--- src/rtl/bit_serial_adder.sv ---
// ============================================================================
// Module      : bit_serial_adder
// Description : LSB-first bit-serial adder with one full-adder slice
//               and an IDLE/SHIFT/DONE sequencer.
// Revision    : 1.0 - initial release
// ============================================================================
`default_nettype none

module bit_serial_adder #(
  parameter int WIDTH = 8
) (
  input  logic             clk,
  input  logic             rst_n,
  input  logic             start,
  input  logic [WIDTH-1:0] a,
  input  logic [WIDTH-1:0] b,
  input  logic             cin,
  output logic [WIDTH-1:0] sum,
  output logic             cout,
  output logic             sum_bit,
  output logic             busy,
  output logic             done
);

  localparam int CW = (WIDTH > 2) ? $clog2(WIDTH) : 1;
  localparam logic [CW-1:0] c_last = CW'(WIDTH - 1);

  localparam logic [1:0] S_IDLE  = 2'd0;
  localparam logic [1:0] S_SHIFT = 2'd1;
  localparam logic [1:0] S_DONE  = 2'd2;

  logic [1:0]       r_state;
  logic [1:0]       w_next_state;
  logic [WIDTH-1:0] r_a_sh;
  logic [WIDTH-1:0] r_b_sh;
  logic             r_carry;
  logic [CW-1:0]    r_cnt;
  logic [WIDTH-1:0] r_sum;
  logic             r_cout;
  logic             r_sum_bit;

  // Full-adder slice: two half adders whose carries are ORed.
  logic w_ha0_s, w_ha0_c, w_ha1_s, w_ha1_c, w_carry;
  assign w_ha0_s = r_a_sh[0] ^ r_b_sh[0];
  assign w_ha0_c = r_a_sh[0] & r_b_sh[0];
  assign w_ha1_s = w_ha0_s ^ r_carry;
  assign w_ha1_c = w_ha0_s & r_carry;
  assign w_carry = w_ha0_c | w_ha1_c;

  logic w_accept;
  logic w_last;
  assign w_accept = (r_state == S_IDLE) && start;
  assign w_last   = (r_state == S_SHIFT) && (r_cnt == c_last);

  always_ff @(posedge clk or negedge rst_n) begin
    if (!rst_n) begin
      r_state <= S_IDLE;
    end else begin
      r_state <= w_next_state;
    end
  end

  always_comb begin
    w_next_state = r_state;
    case (r_state)
      S_IDLE:  if (start) w_next_state = S_SHIFT;
      S_SHIFT: if (r_cnt == c_last) w_next_state = S_DONE;
      S_DONE:  w_next_state = S_IDLE;
      default: w_next_state = S_IDLE;
    endcase
  end

  always_comb begin
    busy = (r_state == S_SHIFT);
    done = (r_state == S_DONE);
  end

  always_ff @(posedge clk or negedge rst_n) begin
    if (!rst_n) begin
      r_a_sh    <= '0;
      r_b_sh    <= '0;
      r_carry   <= 1'b0;
      r_cnt     <= '0;
      r_sum     <= '0;
      r_cout    <= 1'b0;
      r_sum_bit <= 1'b0;
    end else if (w_accept) begin
      r_a_sh  <= a;
      r_b_sh  <= b;
      r_carry <= cin;
      r_cnt   <= '0;
      r_sum   <= '0;
      r_cout  <= 1'b0;
    end else if (r_state == S_SHIFT) begin
      r_sum[r_cnt] <= w_ha1_s;
      r_sum_bit    <= w_ha1_s;
      r_carry      <= w_carry;
      r_a_sh       <= {1'b0, r_a_sh[WIDTH-1:1]};
      r_b_sh       <= {1'b0, r_b_sh[WIDTH-1:1]};
      r_cnt        <= r_cnt + CW'(1);
      if (w_last) r_cout <= w_carry;
    end
  end

  assign sum     = r_sum;
  assign cout    = r_cout;
  assign sum_bit = r_sum_bit;

endmodule

`default_nettype wire

--- config.mk ---
export PLATFORM = sky130hd
export DESIGN_NAME = bit_serial_adder
export DESIGN_NICKNAME = d
export VERILOG_FILES = /design/src/rtl/bit_serial_adder.sv
export SDC_FILE = /design/constraint.sdc
export NUM_CORES = 1
export LEC_CHECK = 0
export CORE_ASPECT_RATIO = 0.9
export CORE_MARGIN = 2
export CORE_UTILIZATION = 50
export DETAILED_ROUTE_END_ITERATION = 10
export GPL_ROUTABILITY_DRIVEN = 0
export GPL_TIMING_DRIVEN = 0
export PLACE_DENSITY_LB_ADDON = 0.15
export SYNTH_ARGS = -nofsm -noshare
export SYNTH_HDL_FRONTEND = slang
export SYNTH_SLANG_ARGS = --single-unit
--- constraint.sdc ---
create_clock -name clk -period 1.9 [get_ports clk]
set_input_delay 0.38 -clock clk [delete_from_list [all_inputs] [get_ports clk]]
set_output_delay 0.38 -clock clk [all_outputs]
set_load 0.02 [all_outputs]
== Word level (Yosys, flattened, before mapping) ==
Cells that the tools add are included.

* Bitwise gates (word level): 6
* Order comparisons: 2
* Multiplexer cells: 19
* Multipliers: 0
* Div/mod/pow operators: 0
* Equal/unequal tests: 5
* Add/sub/neg operators: 1
* Shift operators: 0
* Reduce and logical (&&, ||, !) cells: 9

{| class="wikitable"
|+ Operators by type and width
! cell !! number
|-
| $mux W8 || 6
|-
| $bwmux W8 || 1
|-
| $mux W1 || 6
|-
| $mux W3 || 2
|-
| $reduce_and A2 Y1 || 3
|-
| $lt A3 B4 Y1 const B || 1
|-
| $mux W2 || 2
|-
| $pmux W2 S2 || 1
|-
| $reduce_bool A2 Y1 || 2
|-
| $add A3 B1 Y3 const B || 1
|-
| $demux W1 S3 || 1
|-
| $eq A3 B3 Y1 const B || 1
|-
| $ge A3 B1 Y1 const B || 1
|-
| $logic_and A1 B1 Y1 || 3
|-
| $and A1 B1 Y1 || 2
|-
| $eq A2 B1 Y1 const B || 1
|-
| $eq A2 B2 Y1 const B || 1
|-
| $logic_not A2 Y1 || 1
|-
| $ne A2 B1 Y1 const B || 1
|-
| $ne A2 B2 Y1 const B || 1
|-
| $xor A1 B1 Y1 || 2
|-
| $not A1 Y1 || 1
|-
| $or A1 B1 Y1 || 1
|}

* Input bits: 20
* Memory bits (read-only): 0
* Memories: 0
* Latch bits: 0
* Output and inout port bits: 12
* Bits in registers: 32
* Bits in writable memories: 0

== Longest topological paths before layout ==
* Word-level depth: 7
* Depth in mapped cells: 5

== Worst setup path before layout ==
OpenSTA, ideal clock, no wires.

* Kind: register -> register
* From: register r_a_sh[0]
* To: register r_sum[0], in the netlist sum[0]
* Slack: 0.329 ns
* Data required time: 1.799 ns
* Cell stages (with the launch flop): 5
* Path buffers: 0
* Arrival time: 1.470 ns
* Cells stage by stage: dfrtp_1 inv_1 fa_1 or3_4 o32ai_1

* Cells in the longest elaborated chain, start to end: 5

{| class="wikitable"
|+ Ends and longest elaborated chain
! item !! line !! text
|-
| start: declaration || 34 || <nowiki>logic [WIDTH-1:0] r_a_sh;</nowiki>
|-
| start signal: assignment || 98 || <nowiki>r_a_sh <= {1'b0, r_a_sh[WIDTH-1:1]};</nowiki>
|-
| $xor A1 B1 Y1 || 44 || <nowiki>assign w_ha0_s = r_a_sh[0] ^ r_b_sh[0];</nowiki>
|-
| $xor A1 B1 Y1 || 46 || <nowiki>assign w_ha1_s = w_ha0_s ^ r_carry;</nowiki>
|-
| $bwmux W8 || 95 || <nowiki>r_sum[r_cnt] <= w_ha1_s;</nowiki>
|-
| $mux W8 || 94 || <nowiki>end else if (r_state == S_SHIFT) begin</nowiki>
|-
| $mux W8 || 87 || <nowiki>end else if (w_accept) begin</nowiki>
|-
| end signal: indexed assignment || 95 ||
|-
| end: declaration || 38 || <nowiki>logic [WIDTH-1:0] r_sum;</nowiki>
|}

Every way passes these cells. The select of a mux whose other input is x is not followed.
A chain may end at the register's enable or synchronous reset.

== Worst setup path in the final report ==
* From: register r_state[1]
* To: output done

* Cells in the longest elaborated chain, start to end: 1

{| class="wikitable"
|+ Ends and longest elaborated chain
! item !! line !! text
|-
| start: declaration || 32 || <nowiki>logic [1:0] r_state;</nowiki>
|-
| start signal: assignment || 59 || <nowiki>r_state <= w_next_state;</nowiki>
|-
| $eq A2 B2 Y1 || 75 || <nowiki>done = (r_state == S_DONE);</nowiki>
|-
| end: declaration || 22 || <nowiki>output logic done</nowiki>
|}

Every way passes these cells.

==> flow_metrics.tcl <==
set metrics [dict create \
    n_fill_cell 252 \
    drtIter0Drc 58 \
    yosys_register_bits 32 \
    status "finished clean" \
    multi_input_area_um2 618 \
    critical_path.slowest_cell "dfrtp_1" \
    synthTopCellsByArea "dfrtp_1 (53%), a22oi_1 (7.0%), o21ai_0 (7.0%), nand2_1 (4.3%), a32o_1 (2.7%)" \
    synth_area_um2 1500 \
    cp.arrival_ns 1.44 \
    port-buffer-count 31 \
    crit_cells 3 \
    skew_ns 0.00550 \
    yosys.area.top_type "dfrtp_1" \
    die_w_um 61.7 \
    rows 18 \
    drv_slew 0 \
    grt_pass1_vias 1177 \
    synth_top_family_by_area "compound AO/OA/AOI/OAI gates" \
    coreArea_um2 2790 \
    yosysSeqAreaShare_pct 53.4 \
    p_per_area_nw_per_um2 1510 \
    firstDrtPassIters 5 \
    period_share_pct 95.8 \
    clkPwrFrac_pct 17.5 \
    clk_latency_ns 0.34 \
    cts_buffers 5 \
    drt_wl_total_um 3290 \
    yosys.area_share.adder_pct 3.01 \
    reg2reg_from "r_a_sh[0]" \
    hpwl_um 2360 \
    p_switching_mw 1.13 \
    critical_path.top_delay_family "buffers and inverters" \
    pwr-share-comb_pct 45.0 \
    syn-num-nets 170 \
    final-seq-area_um2 801 \
    total_power_mw 2.92 \
    via_count 1238 \
    dieArea_um2 3450 \
    wire_per_inst_um 14.6 \
    grt_pass1_wl_um 5420 \
    area_growth_pct 28.7 \
    rr_endpoint "sum[6]" \
    rsz0062_at_grt "false" \
    relSlewSlack_pct 53.5 \
    hp-class "in -> async" \
    final-setup-viol-count 0 \
    netlist-cell-type-count 31 \
    start_util_pct 53.7 \
    final_common_cell "dfrtp_1" \
    cts-root-buf "clkbuf_4" \
    synth_compound_area_share_pct 25.3 \
    cts_tree "yes" \
    power.internal_mw 1.79 \
    diodes 0 \
    postSynthAreaPerCell_um2 10.2 \
    mostFrequentLayoutCells "dfrtp_1 (32), clkdlybuf4s50_1 (28), o21ai_0 (21)" \
    grt_util_all_layers_pct 21.5 \
    cts_sinks 32 \
    postRouteAntennaNets 0 \
    finalHoldViolCount 0 \
    seqPwrFrac_pct 37.5 \
    synthSimpleGateAreaFrac_pct 12.9 \
    io_pins 32 \
    slowest_delay_ns 0.40 \
    worst_ep_required_time_ns 1.52 \
    antenna_found_initial 0 \
    route.detailed.drc 0 \
    crit_buf_inv 2 \
    cp-startpoint "r_state[1]" \
    ff2ff_setup_slack_ns 0.10 \
    rr_worst_depth 4 \
    vias_per_cell 5.48 \
    endpoint "done" \
    final_area_um2 1930 \
    htreeDepth 2 \
    cp_cell_sequence "buf_2 > nor2b_1 > dlygate4sd2_1" \
    crit_fanout 10 \
    synth_top_area_share_pct 53.4 \
    clock_path_buffers 2 \
    drive_above_1_share_pct 10.2 \
    worstSetupPathType "reg -> out" \
    fin_crit_ns 1.82 \
    synth_xor_area_share_pct 0 \
    p_leak_nw 0.823 \
    maxCapViolCount 0 \
    placed_area_um2 1860 \
    grt_overflow 0 \
    postSynthCellCount 147 \
    sw_frac_of_total_pct 38.6 \
    ir_drop_mv 0.675 \
    die_h_um 55.9 \
    max_slew.worst_pin.slew_ns 0.697 \
    grt_max_degree 33 \
    finalNetCount 208 \
    cp-end-kind "output port" \
    fmax_mhz 549 \
    synth.mux.area_fraction_pct 0 \
    fin_tns_setup_ns 0 \
    start_kind "flop" \
    yosys_warnings 0 \
    clk_pin_slew_ns 0.10 \
]
## registers in the layout, summed over array words and instances, names as in the netlist
signal and count:
r_a_sh 8, r_b_sh 8, sum 8, r_cnt 3, r_state 2, cout 1, r_carry 1, sum_bit 1
## timing repair
action	CTS	global route
hold endpoints to repair	0	0
cloned	0	0
hold buffers	0	0
buffers inserted	1	0
endpoints found under the setup margin	2	2
resized for setup	6	2
pin swaps	0	0
## logic make-up after synthesis
family / after synthesis
AOI/OAI and AO/OA: 55
and+or+nand+nor: 38
DFF: 32
buffers and inverters: 19
adders and majority gates: 3
## power groups by stage
stage | registers [mW] | clock network (mW) | logic [mW]
5_1_grt | 1.13 | 0.561 | 1.44
3_5_place_dp | 1.11 | 0 | 1.32
3_3_place_gp | 1.09 | 0 | 1.26
4_1_cts | 1.09 | 0.524 | 1.33
6_report | 1.10 | 0.510 | 1.32
2_1_floorplan | 1.16 | 0 | 0.798
## cell usage after synthesis
| cell type | n |
|---|---|
| buf_2 | 4 |
| or3_4 | 1 |
| a2bb2oi_1 | 3 |
| fa_1 | 1 |
| a21oi_1 | 3 |
| or3b_1 | 1 |
| nor2b_1 | 4 |
| and3b_1 | 1 |
| nand2b_1 | 3 |
| nand4_1 | 1 |
| a32o_1 | 4 |
| a22oi_1 | 14 |
| nand2_1 | 17 |
| o21ai_0 | 21 |
| buf_1 | 1 |
| nand3_1 | 3 |
| dfrtp_1 | 32 |
| nor4_1 | 1 |
| buf_4 | 1 |
| ha_1 | 2 |
| inv_1 | 7 |
| o311ai_0 | 3 |
| o32ai_1 | 1 |
| nor2_1 | 3 |
| nor3b_1 | 1 |
| nor3_1 | 1 |
| o21bai_1 | 1 |
| or3_1 | 1 |
| o21ba_2 | 1 |
| a22o_1 | 4 |
| clkbuf_1 | 6 |
## how the worst min path moves through the flow
| stage | startpoint | end | slack [ns] |
|---|---|---|---|
| global placement | r_a_sh[3] | r_a_sh[3] | 0.46 |
| finish | rst_n | r_cnt[2] | 0.08 |
| floorplan | rst_n | cout | 0.08 |
| CTS | r_b_sh[2] | r_b_sh[2] | 0.50 |
| detailed placement | r_b_sh[2] | r_b_sh[2] | 0.47 |
| global route | rst_n | r_b_sh[2] | 0.12 |
## metal layers
layer | wire, um | part of all wire (%) | vias up | GRT usage (%)
met2 | 1540 | 47 | 34 | 31.9
met5 | 0 | 0 | - | 0
met1 | 1540 | 47 | 583 | 29.2
met4 | 55 | 1.7 | 0 | 6.38
li1 | - | - | 614 | -
met3 | 148 | 4.5 | 7 | 7.67
## worst register-to-register path, stage by stage, from the launching register on
cell     delay (ns)
dfrtp_1        0.39
inv_1          0.07
fa_1           0.54
nor3b_1        0.52
a32o_1         0.21
## final cells by class
cell class	count	share of cell area, %
Buffer	11	2.66
Inverter	7	1.36
Clock buffer	6	2.14
Tap cell	40	2.59
Timing Repair Buffer	32	15.9
Multi-Input combinational cell	96	32.0
Clock inverter	2	1.82
Sequential cell	32	41.5
## stage by stage
step           worst slack [ns]  utilization, %  hold WS [ns]  instances
5_1_grt                0.000611            69.1         0.118        226
2_1_floorplan             0.329               -        0.0844        147
3_5_place_dp             -0.157            66.6         0.473        218
3_3_place_gp             -0.123            66.6         0.463        218
4_1_cts                  0.0236            69.5         0.496        226
6_report                 0.0795            69.1        0.0764        226
Power figures use the tool's default switching activity.
